<file path="config.mk">
export PLATFORM = sky130hd
export DESIGN_NAME = obstacle_scheduler
export DESIGN_NICKNAME = d
export VERILOG_FILES = /design/src/rtl/sprite_pkg.sv /design/src/rtl/obstacle_scheduler_lfsr16.sv /design/src/rtl/obstacle_scheduler.sv
export SDC_FILE = /design/constraint.sdc
export NUM_CORES = 1
export LEC_CHECK = 0
export BUFFER_PORTS_ARGS = -buffer_cell sky130_fd_sc_hd__clkbuf_2
export CELL_PAD_IN_SITES_DETAIL_PLACEMENT = 1
export CELL_PAD_IN_SITES_GLOBAL_PLACEMENT = 1
export CORE_UTILIZATION = 30
export CTS_BUF_LIST = sky130_fd_sc_hd__clkbuf_4
export CTS_CLUSTER_DIAMETER = 40
export DETAILED_ROUTE_END_ITERATION = 16
export PLACE_DENSITY = 0.63
export SLEW_MARGIN = 0
export SYNTH_ARGS = -nofsm -noshare
export SYNTH_HDL_FRONTEND = slang
export SYNTH_SLANG_ARGS = --single-unit
</file>
<file path="constraint.sdc">
create_clock -name pixel_clk_in -period 3.5 [get_ports pixel_clk_in]
set_input_delay 0.175 -clock pixel_clk_in [delete_from_list [all_inputs] [get_ports pixel_clk_in]]
set_output_delay 0.175 -clock pixel_clk_in [all_outputs]
set_load 0.02 [all_outputs]
</file>
<file path="src/rtl/sprite_pkg.sv">
// Shared types and constants for the 1-bit shape-mask sprite datapath.
// Imported by the mask-sprite renderer and by the obstacle scheduler.
package sprite_pkg;

    localparam int SPRITE_W     = 128;
    localparam int SPRITE_H     = 128;
    localparam int SPRITE_IMGS  = 4;
    localparam int SCREEN_H_ACT = 1280;
    localparam int SCREEN_GND_Y = 600;

    localparam logic [15:0] LFSR_SEED = 16'hACE1;

    typedef logic [1:0] shape_t;

    typedef struct packed {
        logic [10:0] x;
        logic [9:0]  y;
        shape_t      shape;
        logic        valid;
    } slot_t;

    typedef enum logic [1:0] {
        ST_IDLE,
        ST_MOVE,
        ST_SPAWN
    } sched_state_t;

    // Reduces the two low random bits to a legal mask-ROM image index.
    function automatic shape_t pick_shape(input logic [1:0] rnd, input int num_imgs);
        return shape_t'(32'(rnd) % num_imgs);
    endfunction

endpackage

</file>
<file path="src/rtl/obstacle_scheduler_lfsr16.sv">
// 16-bit Fibonacci LFSR (taps 16,14,13,11) that advances only when step_in is high.
// Shifts right; the feedback enters at bit 15.
module lfsr16
    import sprite_pkg::*;
#(
    parameter logic [15:0] SEED = LFSR_SEED
) (
    input  logic        pixel_clk_in,
    input  logic        rst_n_in,
    input  logic        step_in,
    output logic [15:0] q_out
);

    logic feedback;

    assign feedback = q_out[0] ^ q_out[2] ^ q_out[3] ^ q_out[5];

    always_ff @(posedge pixel_clk_in or negedge rst_n_in) begin
        if (!rst_n_in) begin
            q_out <= SEED;
        end else if (step_in) begin
            q_out <= {feedback, q_out[15:1]};
        end
    end

endmodule

</file>
<file path="src/rtl/obstacle_scheduler.sv">
// Frame-synchronous obstacle scheduler: once per frame, during blanking, walks the
// slots to move/retire them and then spawns a new obstacle at the right screen edge.
module obstacle_scheduler
    import sprite_pkg::*;
#(
    parameter int NUM_SLOTS = 4,
    parameter int WIDTH     = SPRITE_W,
    parameter int HEIGHT    = SPRITE_H,
    parameter int NUM_IMGS  = SPRITE_IMGS,
    parameter int H_ACTIVE  = SCREEN_H_ACT,
    parameter int GROUND_Y  = SCREEN_GND_Y,
    parameter int SPAWN_GAP = 60
) (
    input  logic                   pixel_clk_in,
    input  logic                   rst_n_in,
    input  logic                   new_frame_in,
    input  logic                   enable_in,
    input  logic                   clear_in,
    input  logic [3:0]             speed_in,
    output logic [NUM_SLOTS*11-1:0] x_out,
    output logic [NUM_SLOTS*10-1:0] y_out,
    output logic [NUM_SLOTS*2-1:0]  shape_out,
    output logic [NUM_SLOTS-1:0]    valid_out,
    output logic                    busy_out
);

    localparam int IDX_W = (NUM_SLOTS > 1) ? $clog2(NUM_SLOTS) : 1;
    localparam int CNT_W = $clog2(SPAWN_GAP + 1);

    localparam logic [IDX_W-1:0] LAST_IDX = IDX_W'(NUM_SLOTS - 1);
    localparam logic [CNT_W-1:0] CNT_MAX  = CNT_W'(SPAWN_GAP - 1);
    localparam logic [10:0]      SPAWN_X  = 11'(H_ACTIVE - WIDTH);
    localparam logic [9:0]       SPAWN_Y  = 10'(GROUND_Y - HEIGHT);

    sched_state_t     state;
    sched_state_t     next_state;
    logic [IDX_W-1:0] idx;
    logic [3:0]       spd_q;
    logic [CNT_W-1:0] spawn_cnt;
    slot_t            slots [NUM_SLOTS];

    logic             frame_accept;
    logic             free_found;
    logic [IDX_W-1:0] free_idx;
    logic [15:0]      lfsr_q;
    logic             unused_lfsr_bits;

    assign frame_accept     = (state == ST_IDLE) && new_frame_in && enable_in && !clear_in;
    assign unused_lfsr_bits = ^lfsr_q[15:2];

    lfsr16 #(
        .SEED(LFSR_SEED)
    ) u_lfsr (
        .pixel_clk_in(pixel_clk_in),
        .rst_n_in    (rst_n_in),
        .step_in     (frame_accept),
        .q_out       (lfsr_q)
    );

    always_ff @(posedge pixel_clk_in or negedge rst_n_in) begin
        if (!rst_n_in) begin
            state    <= ST_IDLE;
            busy_out <= 1'b0;
        end else begin
            state    <= next_state;
            busy_out <= (next_state != ST_IDLE);
        end
    end

    // Clear overrides every state transition, including an in-flight sequence.
    always_comb begin
        next_state = state;
        case (state)
            ST_IDLE:  if (frame_accept) next_state = ST_MOVE;
            ST_MOVE:  if (idx == LAST_IDX) next_state = ST_SPAWN;
            ST_SPAWN: next_state = ST_IDLE;
            default:  next_state = ST_IDLE;
        endcase
        if (clear_in) begin
            next_state = ST_IDLE;
        end
    end

    always_ff @(posedge pixel_clk_in or negedge rst_n_in) begin
        if (!rst_n_in) begin
            idx <= '0;
        end else if (clear_in || state != ST_MOVE) begin
            idx <= '0;
        end else begin
            idx <= idx + IDX_W'(1);
        end
    end

    // Lowest-index free slot; slots retired during MOVE are already free here.
    always_comb begin
        free_found = 1'b0;
        free_idx   = '0;
        for (int i = NUM_SLOTS - 1; i >= 0; i--) begin
            if (!slots[i].valid) begin
                free_found = 1'b1;
                free_idx   = IDX_W'(i);
            end
        end
    end

    always_ff @(posedge pixel_clk_in or negedge rst_n_in) begin
        if (!rst_n_in) begin
            for (int i = 0; i < NUM_SLOTS; i++) begin
                slots[i] <= '0;
            end
            spawn_cnt <= '0;
            spd_q     <= '0;
        end else if (clear_in) begin
            for (int i = 0; i < NUM_SLOTS; i++) begin
                slots[i] <= '0;
            end
            spawn_cnt <= '0;
        end else begin
            case (state)
                ST_IDLE: begin
                    if (frame_accept) begin
                        spd_q <= speed_in;
                    end
                end
                ST_MOVE: begin
                    if (slots[idx].valid) begin
                        if (slots[idx].x < {7'd0, spd_q}) begin
                            slots[idx].valid <= 1'b0;
                            slots[idx].x     <= '0;
                        end else begin
                            slots[idx].x <= slots[idx].x - {7'd0, spd_q};
                        end
                    end
                end
                ST_SPAWN: begin
                    if (spawn_cnt >= CNT_MAX && free_found) begin
                        slots[free_idx].x     <= SPAWN_X;
                        slots[free_idx].y     <= SPAWN_Y;
                        slots[free_idx].shape <= pick_shape(lfsr_q[1:0], NUM_IMGS);
                        slots[free_idx].valid <= 1'b1;
                        spawn_cnt             <= '0;
                    end else if (spawn_cnt < CNT_MAX) begin
                        spawn_cnt <= spawn_cnt + CNT_W'(1);
                    end
                end
                default: ;
            endcase
        end
    end

    for (genvar g = 0; g < NUM_SLOTS; g++) begin : g_pack
        assign x_out[11*g +: 11]    = slots[g].x;
        assign y_out[10*g +: 10]    = slots[g].y;
        assign shape_out[2*g +: 2]  = slots[g].shape;
        assign valid_out[g]         = slots[g].valid;
    end

endmodule
</file>
==> impl_metrics.tcl, run 1 <==
set metrics [dict create \
    result_of_the_run "finished clean" \
    layout_min_cycle_time_ps 3110 \
    worstSetupPathType "flip-flop to flip-flop" \
    grt_overflow_total 0 \
    grt_use_total_pct 16.8 \
    avgViaCountPerCell 5.19 \
    crit_path_end_kind "flip-flop" \
    ys_dominant_reg_cell "sky130_fd_sc_hd__dfrtp_1" \
    n_fill_cell 1739 \
    area_growth_pct 13.2 \
    reg2reg_depth 9 \
    hold_path_startpoint "enable_in" \
    r2r_slack_ps 390 \
    hold_class "input pin to flip-flop" \
    drc 0 \
    dieArea_um2 16100 \
    worst-path-max-fanout 9 \
    fin_worst_skew_ps 24.9 \
    combinationalPowerShare_pct 14.3 \
    worst_hold_path.endpoint "busy_out" \
    multi_input_area_um2 2050 \
    number_of_enable_flip_flop_cells_after_synthesis 0 \
    initial_core_util_pct 30.7 \
    place.gp.congestion 0.793 \
    clock_power_share_pct 27.5 \
    worst_hold_path.num_cells 3 \
    p_int_mw 1.38 \
    tritoncts "built" \
    p_switching_uw 606 \
    power.static_leakage_nw 2.57 \
    grt_max_degree 66 \
    netlist-cell-type-count 56 \
    maxCapViolations 0 \
    synth_async_sr_flop_share_pct 100 \
    first_global_vias 3631 \
    powerDensity_nw_per_um2 376 \
    chipWidth_um 127 \
    ant_cells 0 \
    clock_insertion_delay_worst_skew_ps 470 \
    h-tree-depth 3 \
    dr_vias 3522 \
    worstPathRequired_ps 3860 \
    antenna_found_initial 0 \
    rsz0062_at_grt "false" \
    yosys_register_bits 91 \
    die_h_um 127 \
    final_layout_size_suffix_gt1_share_pct 29.3 \
    fmax_mhz 321 \
    startpoint_type "flip-flop" \
    drt_first_iter_violations 212 \
    floorplan.core_area_um2 15200 \
    post-synth-top-area-cell "sky130_fd_sc_hd__dfrtp_1" \
    placed_area_um2 5100 \
    ant_nets 0 \
    timing_worst_slew_pin_value_ps 853 \
    rows 45 \
    seq_power_share_pct 58.3 \
    grt_pass1_wl_mm 20.8 \
    design.final.nets 505 \
    dp_hpwl_mm 8.97 \
    drt_wl_total_mm 12.5 \
    post_detailed_route_wirelength_per_cell_um 18.4 \
    yosysWarningCount 0 \
    postCtsSetupBuffers 0 \
    finalInstanceArea_um2 5280 \
    synth_sequential_area_ratio_pct 49.0 \
    synth_cells 410 \
    cts.reportedPaths.clkPinSlew_ps 160 \
    post_synth.cell_area_avg_um2 11.4 \
    firstDrtPassIters 4 \
    finalHoldViolCount 0 \
    io_buffer_count 85 \
    timing.final.max_slew_violations 0 \
    cts.path.max_buffers 2 \
    post_synth_main_area_contributors "sky130_fd_sc_hd__dfrtp_1 45%, sky130_fd_sc_hd__buf_4 5.8%, sky130_fd_sc_hd__mux4_1 5.1%, sky130_fd_sc_hd__dfstp_2 4.5%, sky130_fd_sc_hd__mux2_2 3.9%" \
    report.final.setup_viol 0 \
    root_buffer "sky130_fd_sc_hd__clkbuf_4" \
    worstReg2RegEnd "x_out[32]" \
    swShare_pct 30.5 \
    netlist_area_um2 4660 \
    sequential_cell_area_um2 2290 \
    worst-endpoint-arrival_ps 3470 \
    min_period_over_period_pct 89.0 \
    maxSlewHeadroom_pct 43.1 \
    cts_inserted_buffers 9 \
    vdd.ir_drop.worst_mv 0.154 \
    clkSinkCount 91 \
    yosys.area.top_type_share_pct 44.5 \
    final.setup.tns_ps 0 \
    r2r-start "idx[0]" \
    num_io_pins 106 \
]
-- synthesized netlist by cell type (2+ instances only) --
library cell / count
sky130_fd_sc_hd__xnor2_1: 9
sky130_fd_sc_hd__o21ai_0: 22
sky130_fd_sc_hd__mux4_2: 3
sky130_fd_sc_hd__buf_4: 36
sky130_fd_sc_hd__inv_1: 12
sky130_fd_sc_hd__a21o_1: 2
sky130_fd_sc_hd__a21oi_1: 19
sky130_fd_sc_hd__nor3_1: 8
sky130_fd_sc_hd__and3_1: 8
sky130_fd_sc_hd__nand4_1: 3
sky130_fd_sc_hd__nand2b_1: 3
sky130_fd_sc_hd__and2_4: 3
sky130_fd_sc_hd__a32o_1: 2
sky130_fd_sc_hd__a221o_1: 8
sky130_fd_sc_hd__or3_1: 2
sky130_fd_sc_hd__nor2_1: 20
sky130_fd_sc_hd__buf_1: 2
sky130_fd_sc_hd__nand3_1: 13
sky130_fd_sc_hd__o21a_1: 3
sky130_fd_sc_hd__mux2i_1: 3
sky130_fd_sc_hd__o2bb2ai_1: 15
sky130_fd_sc_hd__nand2_1: 36
sky130_fd_sc_hd__ha_1: 9
sky130_fd_sc_hd__nor2b_1: 4
sky130_fd_sc_hd__xor2_1: 3
sky130_fd_sc_hd__a32oi_1: 2
sky130_fd_sc_hd__dfrtp_1: 83
sky130_fd_sc_hd__clkbuf_1: 11
sky130_fd_sc_hd__mux2_2: 16
sky130_fd_sc_hd__dfstp_2: 8
sky130_fd_sc_hd__mux4_1: 9
sky130_fd_sc_hd__a22o_1: 8
sky130_fd_sc_hd__a31oi_1: 2
-- worst max-delay path by stage --
stage / from / endpoint / slack (ps) / depth (start not counted)
after global routing: idx[0] / x_out[32] / 160 / 9
after CTS: idx[0] / x_out[32] / 400 / 9
after floorplan: idx[0] / x_out[40] / 580 / 9
after detailed placement: idx[0] / x_out[32] / 450 / 9
after global placement: idx[0] / x_out[43] / 580 / 8
final: idx[0] / x_out[32] / 390 / 9
-- logic make-up (layout without fill, tap and decap cells) --
| kind of cell | Yosys count | in the layout | share of synthesized area [%] |
|---|---|---|---|
| xor+xnor | 12 | 12 | 2.25 |
| mux | 31 | 31 | 11.0 |
| compound gates | 93 | 93 | 14.1 |
| fa+ha+maj | 10 | 10 | 2.84 |
| buf+inv | 64 | 126 | 8.58 |
| simple gates | 108 | 108 | 12.1 |
| other cells | 1 | 20 | 0.0804 |
| flops | 91 | 91 | 49.0 |
-- placed cells by master, fill, tap and decap left out, types with 2 or more instances in the layout --
cell type | synthesis | routed
sky130_fd_sc_hd__xnor2_1 | 9 | 9
sky130_fd_sc_hd__a221o_1 | 8 | 8
sky130_fd_sc_hd__nor3_1 | 8 | 8
sky130_fd_sc_hd__a32oi_1 | 2 | 2
sky130_fd_sc_hd__mux2i_1 | 3 | 3
sky130_fd_sc_hd__clkinvlp_4 | 0 | 2
sky130_fd_sc_hd__nand3_1 | 13 | 13
sky130_fd_sc_hd__nand2_1 | 36 | 36
sky130_fd_sc_hd__and2_4 | 3 | 3
sky130_fd_sc_hd__o21ai_0 | 22 | 22
sky130_fd_sc_hd__dlygate4sd3_1 | 0 | 6
sky130_fd_sc_hd__nor2b_1 | 4 | 4
sky130_fd_sc_hd__a32o_1 | 2 | 2
sky130_fd_sc_hd__mux4_1 | 9 | 9
sky130_fd_sc_hd__conb_1 | 1 | 20
sky130_fd_sc_hd__a21oi_1 | 19 | 19
sky130_fd_sc_hd__nor2_1 | 20 | 19
sky130_fd_sc_hd__buf_4 | 36 | 8
sky130_fd_sc_hd__dfrtp_1 | 83 | 83
sky130_fd_sc_hd__o2bb2ai_1 | 15 | 15
sky130_fd_sc_hd__xor2_1 | 3 | 3
sky130_fd_sc_hd__a21o_1 | 2 | 2
sky130_fd_sc_hd__clkinv_4 | 0 | 3
sky130_fd_sc_hd__clkbuf_4 | 0 | 9
sky130_fd_sc_hd__or3_1 | 2 | 2
sky130_fd_sc_hd__nand4_1 | 3 | 3
sky130_fd_sc_hd__ha_1 | 9 | 9
sky130_fd_sc_hd__dfstp_2 | 8 | 8
sky130_fd_sc_hd__inv_1 | 12 | 12
sky130_fd_sc_hd__a31oi_1 | 2 | 2
sky130_fd_sc_hd__nand2b_1 | 3 | 3
sky130_fd_sc_hd__a22o_1 | 8 | 8
sky130_fd_sc_hd__o21a_1 | 3 | 3
sky130_fd_sc_hd__and3_1 | 8 | 8
sky130_fd_sc_hd__mux4_2 | 3 | 3
sky130_fd_sc_hd__clkbuf_2 | 0 | 84
sky130_fd_sc_hd__mux2_2 | 16 | 16
-- through the flow --
step	utilization [%]	cells	setup WS (ps)	power (mW)	hold slack, ps
final	34.7	679	386	1.99	44.5
after global routing	34.7	679	160	2.10	48.8
after CTS	34.7	679	398	2.02	11.9
after detailed placement	33.5	657	449	1.46	343
after global placement	33.5	657	582	1.45	324
after floorplan	-	429	580	1.38	-121
-- per-layer routing --
metal | wire length, um | global-route usage (%) | part of all wire (%)
met1 | 5890 | 23.3 | 47
met2 | 5900 | 26.3 | 47
met3 | 496 | 3.42 | 4.0
met4 | 206 | 5.32 | 1.6
met5 | 0 | 0 | 0
-- power by group through the flow --
stage	logic, mW	registers (mW)	clock network (mW)
after CTS	0.290	1.16	0.576
after global routing	0.318	1.17	0.612
after global placement	0.275	1.17	0
after detailed placement	0.282	1.18	0
after floorplan	0.215	1.16	0
final	0.284	1.16	0.545
-- final cells by class --
| type | count | share of cell area (%) |
|---|---|---|
| Sequential cell | 91 | 43.3 |
| Multi-Input combinational cell | 274 | 38.8 |
| Timing Repair Buffer | 98 | 10.2 |
| Tap cell | 188 | 4.45 |
| Clock buffer | 9 | 1.28 |
| Clock inverter | 7 | 1.02 |
| Inverter | 12 | 0.853 |
-- what timing repair did --
item                      CTS  global route
hold buffers                6             0
hold endpoints to repair   65             0
gates resized for setup     0             0
-- sequential cells by signal (all words and copies together) (netlist names) --
signal        flops
x_out            44
u_lfsr.q_out     16
shape_out         8
spawn_cnt         6
spd_q             4
valid_out         4
y_out             4
idx               2
state             2
busy_out          1
-- worst max-delay path, cell delays in order (launching register included) --
cell and delay [ps]:
sky130_fd_sc_hd__dfrtp_1 680, sky130_fd_sc_hd__mux4_1 620, sky130_fd_sc_hd__inv_1 70, sky130_fd_sc_hd__ha_1 190, sky130_fd_sc_hd__fa_1 230, sky130_fd_sc_hd__nor2b_1 60
sky130_fd_sc_hd__o21ai_0 400, sky130_fd_sc_hd__nand4_1 180, sky130_fd_sc_hd__xnor2_1 220, sky130_fd_sc_hd__a221o_1 350
No activity file was read; power rests on OpenSTA's default activity.
==> inputs of run 2 (changes only) <==
Settings changed: CTS_BUF_LIST sky130_fd_sc_hd__clkbuf_4 to sky130_fd_sc_hd__clkbuf_8, HOLD_SLACK_MARGIN from default to 0.08.
==> run 2 against run 1 <==
  * Flip-flop and latch count unchanged
  * Count of clock-buffer cells in the layout increased by 1
  * Power is 7.9% higher
  * Hold slack improved by 97 ps
  * Critical endpoint unchanged
  * Combinational power hardly changed
  * Non-clock buffer count fell by 1
  * Fmax grew 0.18%
  * Critical path depth unchanged
==> impl_metrics.tcl, run 2 (synthesized netlist as in run 1, its figures left out) <==
set metrics [dict create \
    result_of_the_run "finished clean" \
    p_int_mw 1.51 \
    layout_min_cycle_time_ps 3110 \
    crit_path_end_kind "flip-flop" \
    dr_vias 3498 \
    timing_worst_slew_pin_value_ps 853 \
    final_layout_size_suffix_gt1_share_pct 29.6 \
    r2r-start "idx[0]" \
    cts.reportedPaths.clkPinSlew_ps 100 \
    io_buffer_count 85 \
    postCtsSetupBuffers 0 \
    fmax_mhz 322 \
    seq_power_share_pct 54.0 \
    largest_reg_flops 44 \
    placed_area_um2 5100 \
    vdd.ir_drop.worst_mv 0.249 \
    worst-endpoint-arrival_ps 3370 \
    finalHoldViolCount 0 \
    area_growth_pct 14.4 \
    clkSinkCount 91 \
    chipWidth_um 127 \
    h-tree-depth 3 \
    num_io_pins 106 \
    clock_power_share_pct 32.7 \
    report.final.setup_viol 0 \
    timing.critical_path.from "idx[0]" \
    die_h_um 127 \
    drc 0 \
    floorplan.core_area_um2 15200 \
    final_cell_mix "84 x sky130_fd_sc_hd__clkbuf_2, 83 x sky130_fd_sc_hd__dfrtp_1, 36 x sky130_fd_sc_hd__nand2_1" \
    post_detailed_route_wirelength_per_cell_um 18.4 \
    dp_hpwl_mm 8.97 \
    tritoncts "built" \
    antenna_found_initial 0 \
    worst-path-max-fanout 9 \
    place_inst 657 \
    grt_max_degree 66 \
    grt_overflow_total 0 \
    worstSetupPathType "flip-flop to flip-flop" \
    hold_class "input pin to flip-flop" \
    fin_worst_skew_ps 10.8 \
    dieArea_um2 16100 \
    first_global_vias 3647 \
    design.final.nets 504 \
    firstDrtPassIters 4 \
    maxSlewHeadroom_pct 43.1 \
    p_switching_uw 629 \
    drt_first_iter_violations 224 \
    worstPathRequired_ps 3760 \
    power.static_leakage_nw 2.60 \
    grt_use_total_pct 16.8 \
    rows 45 \
    ant_nets 0 \
    final.setup.tns_ps 0 \
    rsz0062_at_grt "false" \
    initial_core_util_pct 30.7 \
    ant_cells 0 \
    clock_insertion_delay_worst_skew_ps 380 \
    hold_path_startpoint "new_frame_in" \
    avgViaCountPerCell 5.16 \
    total_power_mw 2.14 \
    cts_inserted_buffers 9 \
    swShare_pct 29.4 \
    final_instance_count_excl_fillers 678 \
    utilization_pct 35.1 \
    cts.path.max_buffers 2 \
    combinationalPowerShare_pct 13.3 \
    root_buffer "sky130_fd_sc_hd__clkbuf_8" \
    min_period_over_period_pct 88.8 \
    finalInstanceArea_um2 5340 \
    final_common_cell "sky130_fd_sc_hd__clkbuf_2" \
    startpoint_type "flip-flop" \
    place.gp.congestion 0.793 \
    grt_pass1_wl_mm 20.8 \
    powerDensity_nw_per_um2 401 \
    timing.final.max_slew_violations 0 \
    maxCapViolations 0 \
    drt_wl_total_mm 12.5 \
]
==> run 2: cell types whose count changed in the layout (fill, tap and decap cells not counted), sizes merged <==
cell,previous run,this run
clkbuf,93,94
dlygate4sd3,6,5
clkinv,4,3
==> run 2: path summary, 6_finish.rpt <==
| path | slack (ps) | depth (start not counted) | end |
|---|---|---|---|
| setup / recovery | 390 | 9 | x_out[32] |
| hold reg to reg | 500 | 1 | u_lfsr.q_out[3] |
| setup reg to reg | 390 | 9 | x_out[32] |
| min in group asynchronous | 420 | 2 | x_out[27] |
| hold / removal | 140 | 3 | busy_out |
| max in group asynchronous | 2110 | 3 | u_lfsr.q_out[6] |
==> run 2: critical path, cell delays in order (launching register included) <==
cell,delay (ps)
sky130_fd_sc_hd__dfrtp_1,670
sky130_fd_sc_hd__mux4_1,620
sky130_fd_sc_hd__inv_1,70
sky130_fd_sc_hd__ha_1,190
sky130_fd_sc_hd__fa_1,230
sky130_fd_sc_hd__nor2b_1,60
sky130_fd_sc_hd__o21ai_0,400
sky130_fd_sc_hd__nand4_1,180
sky130_fd_sc_hd__xnor2_1,220
sky130_fd_sc_hd__a221o_1,350
==> run 2: per-layer routing <==
metal  track usage, %  wire length (um)  up-vias  part of all wire [%]
met5                0                 0        -                     0
met4             6.93               214        0                   1.7
met3             2.95               584       14                   4.7
met2             26.3              5860       89                    47
met1             23.1              5820     1801                    47
li1                 -                 -     1594                     -
==> run 2: stage by stage <==
| step | hold slack (ps) | setup slack, ps |
|---|---|---|
| after floorplan | -121 | 580 |
| after global placement | 324 | 582 |
| after detailed placement | 343 | 449 |
| after CTS | 126 | 408 |
| after global routing | 170 | 171 |
| final | 141 | 392 |
==> run 2: timing repair <==
item,CTS,global route
hold endpoints to repair,64,0
gates resized for setup,0,0
hold buffers,5,0
==> run 2: area by class of cell <==
| class | instances | area [um2] |
|---|---|---|
| fill | 1739 | 9870 |
| multi-input combinational | 274 | 2050 |
| clock inverter | 6 | 50.0 |
| clock buffer | 10 | 138 |
| tap | 188 | 235 |
| sequential | 91 | 2290 |
| inverter | 12 | 45.0 |
| timing repair buffer | 97 | 531 |
==> run 2: power groups by stage <==
stage / Sequential [mW] / Clock [mW] / Combinational (mW)
after floorplan: 1.16 / 0 / 0.215
after global placement: 1.17 / 0 / 0.275
after detailed placement: 1.18 / 0 / 0.282
after CTS: 1.16 / 0.724 / 0.289
after global routing: 1.17 / 0.760 / 0.317
final: 1.16 / 0.701 / 0.284
